[src/rtl/ay_dac_stream.sv]
// Parallel multi-channel samples to a daisy-chained serial shift-register DAC,
// with one glitch-free PWM output per channel and a one-deep pending buffer.
module ay_dac_stream #(
   parameter int CHANNELS  = 4,
   parameter int WIDTH     = 8,
   parameter int CLKDIV    = 2,
   parameter int MSB_FIRST = 1
) (
   input  logic                        wb_clk_i,
   input  logic                        wb_rst_i,
   input  logic [CHANNELS*WIDTH-1:0]   sample_in,
   input  logic                        sample_valid,
   output logic                        busy,
   output logic                        frame_done,
   output logic                        overrun,
   output logic                        dac_clk,
   output logic                        dac_dat,
   output logic                        dac_le_n,
   output logic [CHANNELS-1:0]         pwm
);

   localparam int N  = CHANNELS * WIDTH;
   localparam int DW = (CLKDIV > 1) ? $clog2(CLKDIV) : 1;
   localparam int BW = $clog2(N + 1);
   localparam logic [DW-1:0] DIV_LAST = DW'(CLKDIV - 1);
   localparam logic [BW-1:0] BITS_N   = BW'(N);
   localparam logic [BW-1:0] BITS_ONE = BW'(1);

   typedef enum logic [1:0] {IDLE, SETUP, HIGH, LATCH} state_t;

   state_t              r_state;
   state_t              w_state_next;
   logic [DW-1:0]       r_div;
   logic [BW-1:0]       r_bits;
   logic [N-1:0]        r_sr;
   logic [N-1:0]        r_pend;
   logic                r_pend_full;
   logic [N-1:0]        r_shadow;
   logic                r_done;
   logic                r_overrun;
   logic [WIDTH-1:0]    r_cnt;

   logic                w_div_last;
   logic                w_last_bit;
   logic                w_load;
   logic                w_from_pend;
   logic                w_store_pend;
   logic                w_shift;
   logic [N-1:0]        w_src;
   logic [N-1:0]        w_seq;

   assign w_src = w_from_pend ? r_pend : sample_in;

   // Reorder so that bit N-1 is always the next bit to leave; channels are
   // already in the right order (highest channel occupies the top bits).
   for (genvar gi = 0; gi < CHANNELS; gi++) begin : g_ch
      for (genvar gb = 0; gb < WIDTH; gb++) begin : g_bit
         if (MSB_FIRST != 0) begin : g_msb
            assign w_seq[gi*WIDTH + gb] = w_src[gi*WIDTH + gb];
         end else begin : g_lsb
            assign w_seq[gi*WIDTH + gb] = w_src[gi*WIDTH + WIDTH - 1 - gb];
         end
      end
   end

   always_ff @(posedge wb_clk_i) begin
      if (wb_rst_i) begin
         r_state <= IDLE;
      end else begin
         r_state <= w_state_next;
      end
   end

   always_comb begin
      w_state_next = r_state;
      w_load       = 1'b0;
      w_from_pend  = 1'b0;
      w_store_pend = 1'b0;
      w_shift      = 1'b0;
      w_div_last   = (r_div == DIV_LAST);
      w_last_bit   = (r_bits == BITS_ONE);
      busy         = (r_state != IDLE);
      dac_clk      = (r_state == HIGH);
      dac_le_n     = (r_state != LATCH);
      case (r_state)
         IDLE: begin
            if (sample_valid) begin
               w_load       = 1'b1;
               w_state_next = SETUP;
            end
         end
         SETUP: begin
            w_store_pend = sample_valid;
            if (w_div_last) w_state_next = HIGH;
         end
         HIGH: begin
            w_store_pend = sample_valid;
            if (w_div_last) begin
               w_shift      = 1'b1;
               w_state_next = w_last_bit ? LATCH : SETUP;
            end
         end
         LATCH: begin
            w_store_pend = sample_valid;
            if (w_div_last) begin
               if (r_pend_full) begin
                  w_load       = 1'b1;
                  w_from_pend  = 1'b1;
                  w_state_next = SETUP;
               end else if (sample_valid) begin
                  // Empty pending on the exit cycle: start the new frame directly.
                  w_store_pend = 1'b0;
                  w_load       = 1'b1;
                  w_state_next = SETUP;
               end else begin
                  w_state_next = IDLE;
               end
            end
         end
         default: w_state_next = IDLE;
      endcase
   end

   always_ff @(posedge wb_clk_i) begin
      if (wb_rst_i) begin
         r_div       <= '0;
         r_bits      <= '0;
         r_sr        <= '0;
         r_pend      <= '0;
         r_pend_full <= 1'b0;
         r_shadow    <= '0;
         r_done      <= 1'b0;
         r_overrun   <= 1'b0;
         r_cnt       <= '0;
      end else begin
         r_cnt  <= r_cnt + 1'b1;
         r_done <= (r_state == LATCH) && w_div_last;

         if (r_state == IDLE || w_div_last) begin
            r_div <= '0;
         end else begin
            r_div <= r_div + 1'b1;
         end

         // The last bit is not shifted out so dac_dat only moves on HIGH->SETUP.
         if (w_load) begin
            r_sr     <= w_seq;
            r_bits   <= BITS_N;
            r_shadow <= w_src;
         end else if (w_shift) begin
            r_bits <= r_bits - 1'b1;
            if (!w_last_bit) r_sr <= {r_sr[N-2:0], 1'b0};
         end

         if (w_store_pend) begin
            r_pend      <= sample_in;
            r_pend_full <= 1'b1;
            if (r_pend_full && !w_from_pend) r_overrun <= 1'b1;
         end else if (w_from_pend) begin
            r_pend_full <= 1'b0;
         end
      end
   end

   assign dac_dat    = r_sr[N-1];
   assign frame_done = r_done;
   assign overrun    = r_overrun;

   // Duty only follows the shadow at the counter wrap, so a period never glitches.
   for (genvar gi = 0; gi < CHANNELS; gi++) begin : g_pwm
      logic [WIDTH-1:0] r_duty;
      logic             r_pwm;

      always_ff @(posedge wb_clk_i) begin
         if (wb_rst_i) begin
            r_duty <= '0;
            r_pwm  <= 1'b0;
         end else begin
            if (r_cnt == '1) r_duty <= r_shadow[gi*WIDTH +: WIDTH];
            r_pwm <= (r_cnt < r_duty);
         end
      end

      assign pwm[gi] = r_pwm;
   end

endmodule
[config.mk]
export PLATFORM = sky130hd
export DESIGN_NAME = ay_dac_stream
export DESIGN_NICKNAME = d
export VERILOG_FILES = /design/src/rtl/ay_dac_stream.sv
export SDC_FILE = /design/constraint.sdc
export NUM_CORES = 1
export LEC_CHECK = 0
export BUFFER_PORTS_ARGS = -buffer_cell sky130_fd_sc_hd__buf_2
export CAP_MARGIN = 20
export CORE_ASPECT_RATIO = 0.6
export CORE_MARGIN = 8
export CORE_UTILIZATION = 54
export DETAILED_ROUTE_END_ITERATION = 16
export PLACE_DENSITY = 0.75
export REMOVE_ABC_BUFFERS = 1
export SYNTH_ARGS = -nofsm -noshare
export SYNTH_HDL_FRONTEND = slang
export SYNTH_SLANG_ARGS = --single-unit
[constraint.sdc]
create_clock -name wb_clk_i -period 1.8 [get_ports wb_clk_i]
set_clock_uncertainty 0.2 [all_clocks]
set_input_delay 0 -clock wb_clk_i [delete_from_list [all_inputs] [get_ports wb_clk_i]]
set_output_delay 0 -clock wb_clk_i [all_outputs]
set_load 0.02 [all_outputs]
== Word-level counts from Yosys, hierarchy flattened ==
Index checks and enable logic that the tools add are counted.
Storage, ports and cells
  register bits after elaboration: 152
  bits of input ports: 35
  logic and storage cells: 79
Operators by class
  add/subtract/negate cells: 3
  order comparisons: 4
  equal/unequal tests: 11
  multiplexer cells: 28
  reductions and logical operators: 14
Operators with widths (count)
  32-bit two-way mux: 4
  8-bit < comparator: 4
  1-bit two-way mux: 14
  6-bit two-way mux: 2
  2-bit two-way mux: 5
  8-bit by 1-bit adder with 8-bit output, second input constant: 1
  8-bit equality test, second input constant: 1
  2-bit inequality test, second input constant: 4
  2-bit case mux with 4 select lines: 1
  6-bit by 1-bit equality test with 1-bit output, second input constant: 1
  2-bit nonzero test: 3
  2-bit OR reduction: 3
  6-bit by 1-bit subtractor with 6-bit output, second input constant: 1
  2-bit equality test, second input constant: 2
  2-bit by 1-bit inequality test with 1-bit output, second input constant: 2
  1-bit case mux with 2 select lines: 2
  2-bit AND reduction: 2
  4-bit AND reduction: 1
  2-bit by 1-bit equality test with 1-bit output, second input constant: 1
  1-bit logical AND: 2
  2-bit logical NOT: 1
  1-bit adder, second input constant: 1
  1-bit logical NOT: 1
  1-bit logical OR: 1

== Depth between registers and ports, before layout ==
Gate-level depths: netlist (run 1).
  depth after elaboration: 6
  gate-level depth with buffers: 8
  mapped depth without buffers: 6

== Worst setup path before layout (run 1) ==
Ideal clock, no wire load.
  path type: register to register
  from: register r_state[0]
  to: register r_sr[2]
  arrival: 1708 ps
  path slack: -229 ps
  cell stages (with the launch flop): 8
  path buffers: 1
  cell sequence: dfxtp_1 > inv_1 > ha_1 > and2_0 > o41ai_4 > buf_6 > mux2i_1 > a21oi_2
On the way
  word-level cells in the longest chain between the ends: 4
  elaborated cells on any way between the ends: 11
  those cells by class: eq/ne: 3; mux: 5; reduce/logical: 3
Ends and longest elaborated chain
  from (decl): RTL line 31  | state_t r_state;
  from (signal assigned): RTL line 70  | r_state <= w_state_next;
  2-bit equality test
  named net dac_clk: RTL line 16  | output logic dac_clk,
  1-bit two-way mux: RTL line 85  | case (r_state)
  2-bit nonzero test (no line)
  2-bit AND reduction (no line)
  to (signal assigned): RTL line 147  | r_sr <= w_seq;
  to (signal assigned): RTL line 152  | if (!w_last_bit) r_sr <= {r_sr[N-2:0], 1'b0};
  to (decl): RTL line 35  | logic [N-1:0] r_sr;
The timed path passes the listed nets, and every way through them passes these cells.
A chain may end at the register's enable or synchronous reset.

== Worst setup path in the final report (run 1) ==
  from: register r_state[1]
  to: register r_state[0]
On the way
  word-level cells in the longest chain between the ends: 3
  elaborated cells on any way between the ends: 10
  those cells by class: eq/ne: 7; mux: 1; reduce/logical: 2
Ends and longest elaborated chain (RTL line)
  2-bit by 1-bit equality test with 1-bit output, or another cell as far along: 85
  2-bit inequality test (no line) / 2-bit by 1-bit inequality test with 1-bit output (equally long branches)
  4-bit AND reduction (no line)
Several ways; a longest one is shown, not always the timed one.

==> impl_summary.txt, run 1 <==
----------------------------------------------------
[Power and ir drop]
  Static leakage ... 0.00386 uW
  Largest voltage drop on the vdd net ... 0.913 mV
  Total power density per cell area ... 1390 mW/mm2

[STA]
  Clock period minus final worst setup slack ... 1.91 ns
  Post-Route Setup TNS ... -1.01 ns
  Achievable Freq ... 524 MHz
  Transition time at the pin with the least slew margin ... 0.311 ns
  Slew HR ... 79.2%
  Unrepaired setup endpoints after global routing ... true
  Slew Viols, Final ... 0
  Post-layout worst setup margin ... -0.107 ns
  Final setup violation count ... 25
  Share of the clock period used by the worst path ... 106%
  Total count of hold-check failures in the final report ... 0

[Cells and area]
  Synth-to-Final Area Change ... 30.2%
  Area used by multi-input combinational logic ... 0.00357 mm2
  Final std cell area, no fill ... 0.00886 mm2
  Layout cells sized above 1 ... 19.9%
  FF/Latch Area ... 0.00306 mm2
  Non-filler instance count after layout ... 1041
  Total number of nets in the final design ... 933
  Number of filler cells placed in the layout ... 844

[GRT]
  Number of antenna violations at the first check in global routing ... 1
  Remaining global-route overflow ... 0
  Layer with the highest usage ... met2
  Met1 GRT Util ... 26.6%
  Number of global-route vias before repair ... 6058
  Pin count of the biggest net entering global routing ... 55
  Global routing usage on met3 ... 4.51%
  Fraction of met2 tracks used by global routing ... 38.6%
  Total routing usage reported by global routing ... 22.2%
  Global-route wire length before repair ... 29.5 mm

[Clocking]
  Clock root buffer ... sky130_fd_sc_hd__clkbuf_16
  Num CTS Buffers ... 17
  TritonCTS clock tree ... built
  Depth of the CTS H-tree ... 4
  Clock Latency Late Sink ... 0.42 ns
  Number of sinks driven by the clock tree ... 152
  Maximum number of buffers from clock root to sink ... 2
  CTS clock-pin slew for the worst setup and hold paths ... 0.06 ns

[Setup path]
  Element type at the critical path start ... flip-flop
  Kind of critical path ... reg -> reg
  Reg-to-reg critical path endpoint ... r_state[0]
  Required time reported for the critical path endpoint ... 1.89 ns
  R2R Path Start ... r_state[1]
  Element type at the critical path end ... flip-flop
  Sequence of cells on the critical path ... inv_2, buf_4, ha_1, nor3_4, o22ai_4, nor4b_4, a2111oi_2
  Delay of the slowest critical-path stage ... 0.39 ns
  Worst reg-to-reg setup slack ... -0.11 ns
  Launching instance or port of the critical path ... r_state[1]
  Critical path arrival ... 2.00 ns
  Critical path peak fanout ... 5
  Worst setup path endpoint ... r_state[0]
  Length in cells of the worst reg-to-reg path ... 7
  Slowest cell on the critical path ... sky130_fd_sc_hd__dfxtp_4

[Synthesis]
  Synth top area cells ... sky130_fd_sc_hd__dfxtp_1 (45%), sky130_fd_sc_hd__mux2i_1 (9.1%), sky130_fd_sc_hd__a21oi_1 (7.5%)
  Synthesized area per cell ... 8.80 um2
  Synthesized instance count ... 773
  Cell area after technology mapping ... 0.00681 mm2
  Area share of the largest cell type after synthesis ... 44.7%
  Synthesis-stage register bit count ... 152
  Sequential-to-total area share from yosys stat ... 44.7%
  Synth warn ... 0
  Post-synth cell types ... 41
  Most area-hungry cell type in the Yosys netlist ... sky130_fd_sc_hd__dfxtp_1

[Detailed routing]
  Detail-routed net length per standard cell ... 18.6 um
  Number of iterations in the first detailed-routing pass ... 5
  Remaining number of nets flagged by the antenna check after routing ... 0
  Initial detailed-routing violation count ... 419
  Total number of vias ... 6059
  Number of remaining DRC errors ... 0
  Vias/cell ... 5.82
  Wire length reported by the detailed router ... 19.3 mm

[Placed design]
  Count of input and output buffers ... 44
  Placed Cells ... 962
  Final weighted congestion in routability-driven placement ... 0.789
  Detailed Place HPWL ... 11.1 mm
  Post-place instance area ... 0.00745 mm2

[Die]
  Die outline area ... 0.0166 mm2
  Die span in x ... 161 um
  Overall die height ... 103 um
  Number of I/O pins ... 45
  Row count ... 31
  Area inside the core boundary ... 0.0122 mm2
  Initial standard-cell utilization of the core ... 55.9%

[Status]
  Violations in the final reports ... negative setup slack
  Outcome ... complete, but fails checks

[Hold path]
  Worst hold path type ... in -> reg

[Run]
  Maximum capacitance violations ... 0

----------------------------------------------------
area by class of cell:
type | count | share of cell area [%]
clock inverter | 11 | 1.92
antenna | 1 | 0.0282
sequential | 152 | 34.6
tap | 165 | 2.33
clock buffer | 21 | 5.20
multi-input combinational | 529 | 40.3
timing repair buffer | 128 | 14.2
inverter | 34 | 1.47
sequential cells by signal, indices dropped and copies added, names as in the netlist:
name / flops
g_pwm.r_duty: 32
r_pend: 32
r_shadow: 32
r_sr: 32
r_cnt: 8
r_bits: 6
g_pwm.r_pwm: 4
r_state: 2
frame_done: 1
overrun: 1
r_div: 1
r_pend_full: 1
worst max-delay path, delay by kind of cell, from the launching register on:
kind | cells | cell delay (ns)
AND/OR/NAND/NOR | 2 | 0.52
flip-flops | 1 | 0.39
AO/OA/AOI/OAI | 2 | 0.23
adder cells (fa/ha/maj) | 1 | 0.22
buffers and inverters | 2 | 0.21
metal layers:
metal	vias to the layer above	part of all wire (%)
li1	2852	-
met1	2919	43
met2	239	48
met3	49	6.6
met4	0	2.3
met5	-	0
layout by cell type (no fill, tap or decap), types with 26 or more instances in the layout:
master	instances
sky130_fd_sc_hd__nand3_1	38
sky130_fd_sc_hd__buf_2	43
sky130_fd_sc_hd__dfxtp_1	143
sky130_fd_sc_hd__ha_1	31
sky130_fd_sc_hd__a21o_1	37
sky130_fd_sc_hd__nand2_1	70
sky130_fd_sc_hd__mux2i_1	57
sky130_fd_sc_hd__nor2_1	71
sky130_fd_sc_hd__inv_1	31
sky130_fd_sc_hd__dlygate4sd3_1	34
sky130_fd_sc_hd__a21oi_1	98
sky130_fd_sc_hd__o21ai_0	26
synthesized netlist by cell type, drive strengths merged:
cell     instances
dfxtp          152
mux2             1
nor3             8
nor2b            2
or2              1
nor4             2
o22ai            1
and2             1
nand2           70
inv             34
o41ai            1
or3              4
a21oi          107
a21o            37
nand4            1
clkbuf          36
nand3           39
o21ai           35
or4              8
nor4b            1
xor2             4
a2111oi          2
o21a             8
o211ai           1
o32ai            1
o2111ai          4
ha              36
buf             22
mux2i           62
a22oi            1
a41oi            1
nand2b           7
a211oi           4
xnor2            5
and3             1
nor2            73
cell families after synthesis:
| group | count (synthesis) | share of synthesized area [%] |
|---|---|---|
| AOI/OAI and AO/OA | 203 | 17.9 |
| xor gates and xnor gates | 9 | 1.16 |
| adders and majority gates | 36 | 6.62 |
| buffers and inverters | 92 | 6.14 |
| DFF | 152 | 44.7 |
| muxes | 63 | 9.28 |
| and+or+nand+nor | 218 | 14.2 |
worst min-delay path by stage:
stage                   from    endpoint  slack (ns)  cells past startpoint
2_1_floorplan       wb_rst_i    r_cnt[0]       -0.13                      1
3_5_place_dp   sample_in[10]  r_pend[10]        0.07                      3
5_1_grt        sample_in[24]  r_pend[24]        0.19                      4
4_1_cts         sample_in[9]   r_pend[9]        0.18                      4
3_3_place_gp   sample_in[15]  r_pend[15]        0.06                      3
6_report       sample_in[26]  r_pend[26]        0.20                      4
report_power, final:
group / total, uW / internal [uW] / switching [uW]
clock: 3840 / 2400 / 1440
sequential: 4630 / 4120 / 518
combinational: 3830 / 1670 / 2160
total: 12300 / 8180 / 4120
through the flow:
stage | utilization [%] | hold WS (ns) | setup slack [ns] | power (uW)
detailed placement | 61.2 | 0.0747 | -0.135 | 7570
floorplan | - | -0.133 | -2.11 | 6150
global placement | 61.2 | 0.0640 | -0.0889 | 7400
finish | 72.7 | 0.195 | -0.107 | 12300
CTS | 70.8 | 0.176 | -0.0232 | 11700
global route | 72.7 | 0.193 | -0.169 | 12800
timing repair:
action                                  4_1_cts  5_1_grt
buffers inserted                              3        5
pin swaps                                     7        8
endpoints found under the setup margin      101      137
resized for setup                            26       44
cloned                                        3        3
hold buffers                                 34        0
hold endpoints to repair                    141        0
Power figures use the tool's default switching activity.
==> run 2, diff against run 1 <==
- CORE_UTILIZATION: 54 -> 40
- PLACE_DENSITY: 0.75 -> not set
==> run 2 against run 1 <==
  * Worst setup slack better by 0.055 ns
  * The run still ends with negative setup slack left
  * Sequential share of layout area decreased by 1.7 points
  * Non-clock buffer count rose by 34
  * Register-to-register slack better by 0.05 ns
  * Critical path depth unchanged
  * Cell count grew 9.8%
  * Maximum frequency grew 3.0%
  * Clock power fell by 10%
  * Utilization down 18 points
  * Wire length fell by 3.8%
==> impl_summary.txt, run 2 (synthesized netlist as in run 1, its figures left out) <==
----------------------------------------------------
[Cells and area]
  Commonest cells after routing, fill and taps aside ... sky130_fd_sc_hd__dfxtp_1 (142), sky130_fd_sc_hd__a21oi_1 (97), sky130_fd_sc_hd__nor2_1 (72)
  Total number of nets in the final design ... 967 (+3.6%)
  Number of filler cells placed in the layout ... 1516 (+80%)
  Leading cell type in the layout, fill and taps excluded ... sky130_fd_sc_hd__dfxtp_1
  Final std cell area, no fill ... 0.00931 mm2 (+5.1%)
  Number of diodes ... 0 (-1)
  Synth-to-Final Area Change ... 36.8%
  Finished Core Util ... 55.1% (-18 points)
  Layout cells sized above 1 ... 24.1% (+4.2 points)

[Status]
  Outcome ... complete, but fails checks
  Violations in the final reports ... negative setup slack

[Clocking]
  Clock root buffer ... sky130_fd_sc_hd__clkbuf_16
  CTS clock-pin slew for the worst setup and hold paths ... 0.06 ns (about the same)
  Clock Latency Late Sink ... 0.42 ns (about the same)
  Depth of the CTS H-tree ... 4 (unchanged)
  Maximum number of buffers from clock root to sink ... 2 (unchanged)
  Num CTS Buffers ... 17 (unchanged)
  Number of sinks driven by the clock tree ... 152 (unchanged)
  TritonCTS clock tree ... built

[STA]
  Post-layout worst setup margin ... -0.0520 ns (+0.0550 ns)
  Final setup violation count ... 30 (+20%)
  Unrepaired setup endpoints after global routing ... true
  Slew HR ... 57.4% (-22 points)
  Total count of hold-check failures in the final report ... 0 (unchanged)
  Slew Viols, Final ... 0 (unchanged)
  Share of the clock period used by the worst path ... 103% (-3.1 points)
  Clock period minus final worst setup slack ... 1.85 ns (-0.0550 ns)
  Transition time at the pin with the least slew margin ... 0.639 ns (+0.328 ns)
  Achievable Freq ... 540 MHz (+3.0%)

[Setup path]
  Element type at the critical path start ... flip-flop
  Kind of critical path ... reg -> reg
  Critical path peak fanout ... 7 (+2)
  Worst reg-to-reg setup slack ... -0.05 ns (+0.05 ns)
  Length in cells of the worst reg-to-reg path ... 7 (unchanged)
  Required time reported for the critical path endpoint ... 1.90 ns (about the same)
  R2R Path Start ... r_state[1]
  Element type at the critical path end ... flip-flop
  Reg-to-reg critical path endpoint ... r_sr[22]
  Critical path arrival ... 1.95 ns (-0.05 ns)

[Die]
  Number of I/O pins ... 45 (unchanged)
  Overall die height ... 117 um (+14%)
  Die span in x ... 184 um (+15%)
  Initial standard-cell utilization of the core ... 40.3% (-16 points)
  Die outline area ... 0.0216 mm2 (+30%)
  Row count ... 37 (+19%)
  Area inside the core boundary ... 0.0169 mm2 (+39%)

[Power and ir drop]
  Static leakage ... 0.00400 uW (+3.6%)
  Total power density per cell area ... 1330 mW/mm2 (-4.4%)
  Post-layout total power ... 12400 uW (+0.46%)
  Largest voltage drop on the vdd net ... 0.759 mV (-17%)

[GRT]
  Number of antenna violations at the first check in global routing ... 0 (-1)
  Remaining global-route overflow ... 0 (unchanged)
  Global-route wire length before repair ... 27.5 mm (-6.7%)
  Pin count of the biggest net entering global routing ... 48 (-13%)
  Number of global-route vias before repair ... 5320 (-12%)
  Total routing usage reported by global routing ... 16.1% (-6.1 points)

[Detailed routing]
  Number of iterations in the first detailed-routing pass ... 8 (+3)
  Detail-routed net length per standard cell ... 16.3 um (-12%)
  Top layer used by detailed routing ... met4
  Amount of wire on met3 after detailed routing ... 740 um (-42%)
  Remaining number of nets flagged by the antenna check after routing ... 0 (unchanged)
  Detailed-routed wire length on met2 ... 7.81 mm (-16%)
  Wire length reported by the detailed router ... 18.6 mm (-3.8%)
  Vias/cell ... 5.11 (-12%)
  Wl on met1 ... 9.93 mm (+20%)
  Number of remaining DRC errors ... 0 (unchanged)
  Total number of vias ... 5846 (-3.5%)
  Initial detailed-routing violation count ... 402 (-4.1%)

[Hold path]
  Worst hold path type ... in -> reg
  End point of the worst hold path ... r_pend[14]
  Min-delay src ... sample_in[14]
  Cells on Worst Hold Path ... 4 (unchanged)

[Placed design]
  Detailed Place HPWL ... 11.6 mm (+4.3%)
  Final weighted congestion in routability-driven placement ... 0.806 (+2.2%)
  Count of input and output buffers ... 44 (unchanged)
  Post-place instance area ... 0.00770 mm2 (+3.3%)
  Placement-stage worst setup slack ... -0.201 ns (-0.0653 ns)

[Run]
  Maximum capacitance violations ... 0 (unchanged)

----------------------------------------------------
run 2: cell types whose count changed in the layout (fill, tap and decap cells not counted), sizes merged:
cell and delta:
buf +30, inv +4, bufinv -3, clkbuf +1, clkinv +1, clkinvlp +1, diode -1
run 2: worst max-delay path by stage:
stage	to	cells past startpoint	start
3_3_place_gp	r_sr[25]	7	r_bits[1]
2_1_floorplan	r_shadow[0]	5	r_state[0]
6_report	r_sr[22]	7	r_state[1]
4_1_cts	r_sr[2]	8	r_bits[1]
5_1_grt	r_sr[31]	7	r_state[1]
3_5_place_dp	r_sr[24]	7	r_bits[1]
run 2: layout make-up:
type	count	area [um2]	area share, %
Clock buffer	18	429	4.61
Clock inverter	14	141	1.52
Inverter	34	130	1.40
Multi-Input combinational cell	529	3660	39.3
Sequential cell	152	3060	32.9
Tap cell	234	293	3.14
Timing Repair Buffer	162	1590	17.1
run 2: worst max-delay path: stages, from the launching register on:
cell                       delay, ns
sky130_fd_sc_hd__dfxtp_4        0.39
sky130_fd_sc_hd__ha_4           0.17
sky130_fd_sc_hd__o211ai_1       0.18
sky130_fd_sc_hd__a21oi_4        0.23
sky130_fd_sc_hd__buf_6          0.18
sky130_fd_sc_hd__buf_12         0.14
sky130_fd_sc_hd__a21o_1         0.18
sky130_fd_sc_hd__a21oi_1        0.07
run 2: where the power goes:
part           total, uW  internal, uW  switching, uW
Combinational       4290          2050           2240
Sequential          4620          4120            506
Clock               3450          1940           1510
run 2: timing repair:
item / in CTS / in global routing
hold endpoints to repair: 104 / 0
cloned: 1 / 9
endpoints found under the setup margin: 84 / 138
hold buffers: 34 / 0
gates resized for setup: 24 / 64
buffers inserted: 7 / 7
pin swaps: 9 / 43
run 2: stage by stage:
stage               std cells  setup TNS [ns]  hold slack (ns)
floorplan                 715         -178.02           -0.133
global placement         1055           -4.60           0.0695
detailed placement       1055           -5.42           0.0721
CTS                      1129           -1.71            0.178
global route             1143           -3.19            0.192
finish                   1143          -0.504            0.193
run 2: per-layer routing:
metal	up-vias	GRT usage [%]
li1	2928	-
met1	2796	23.3
met2	116	24.0
met3	6	3.30
met4	0	3.91
met5	-	0
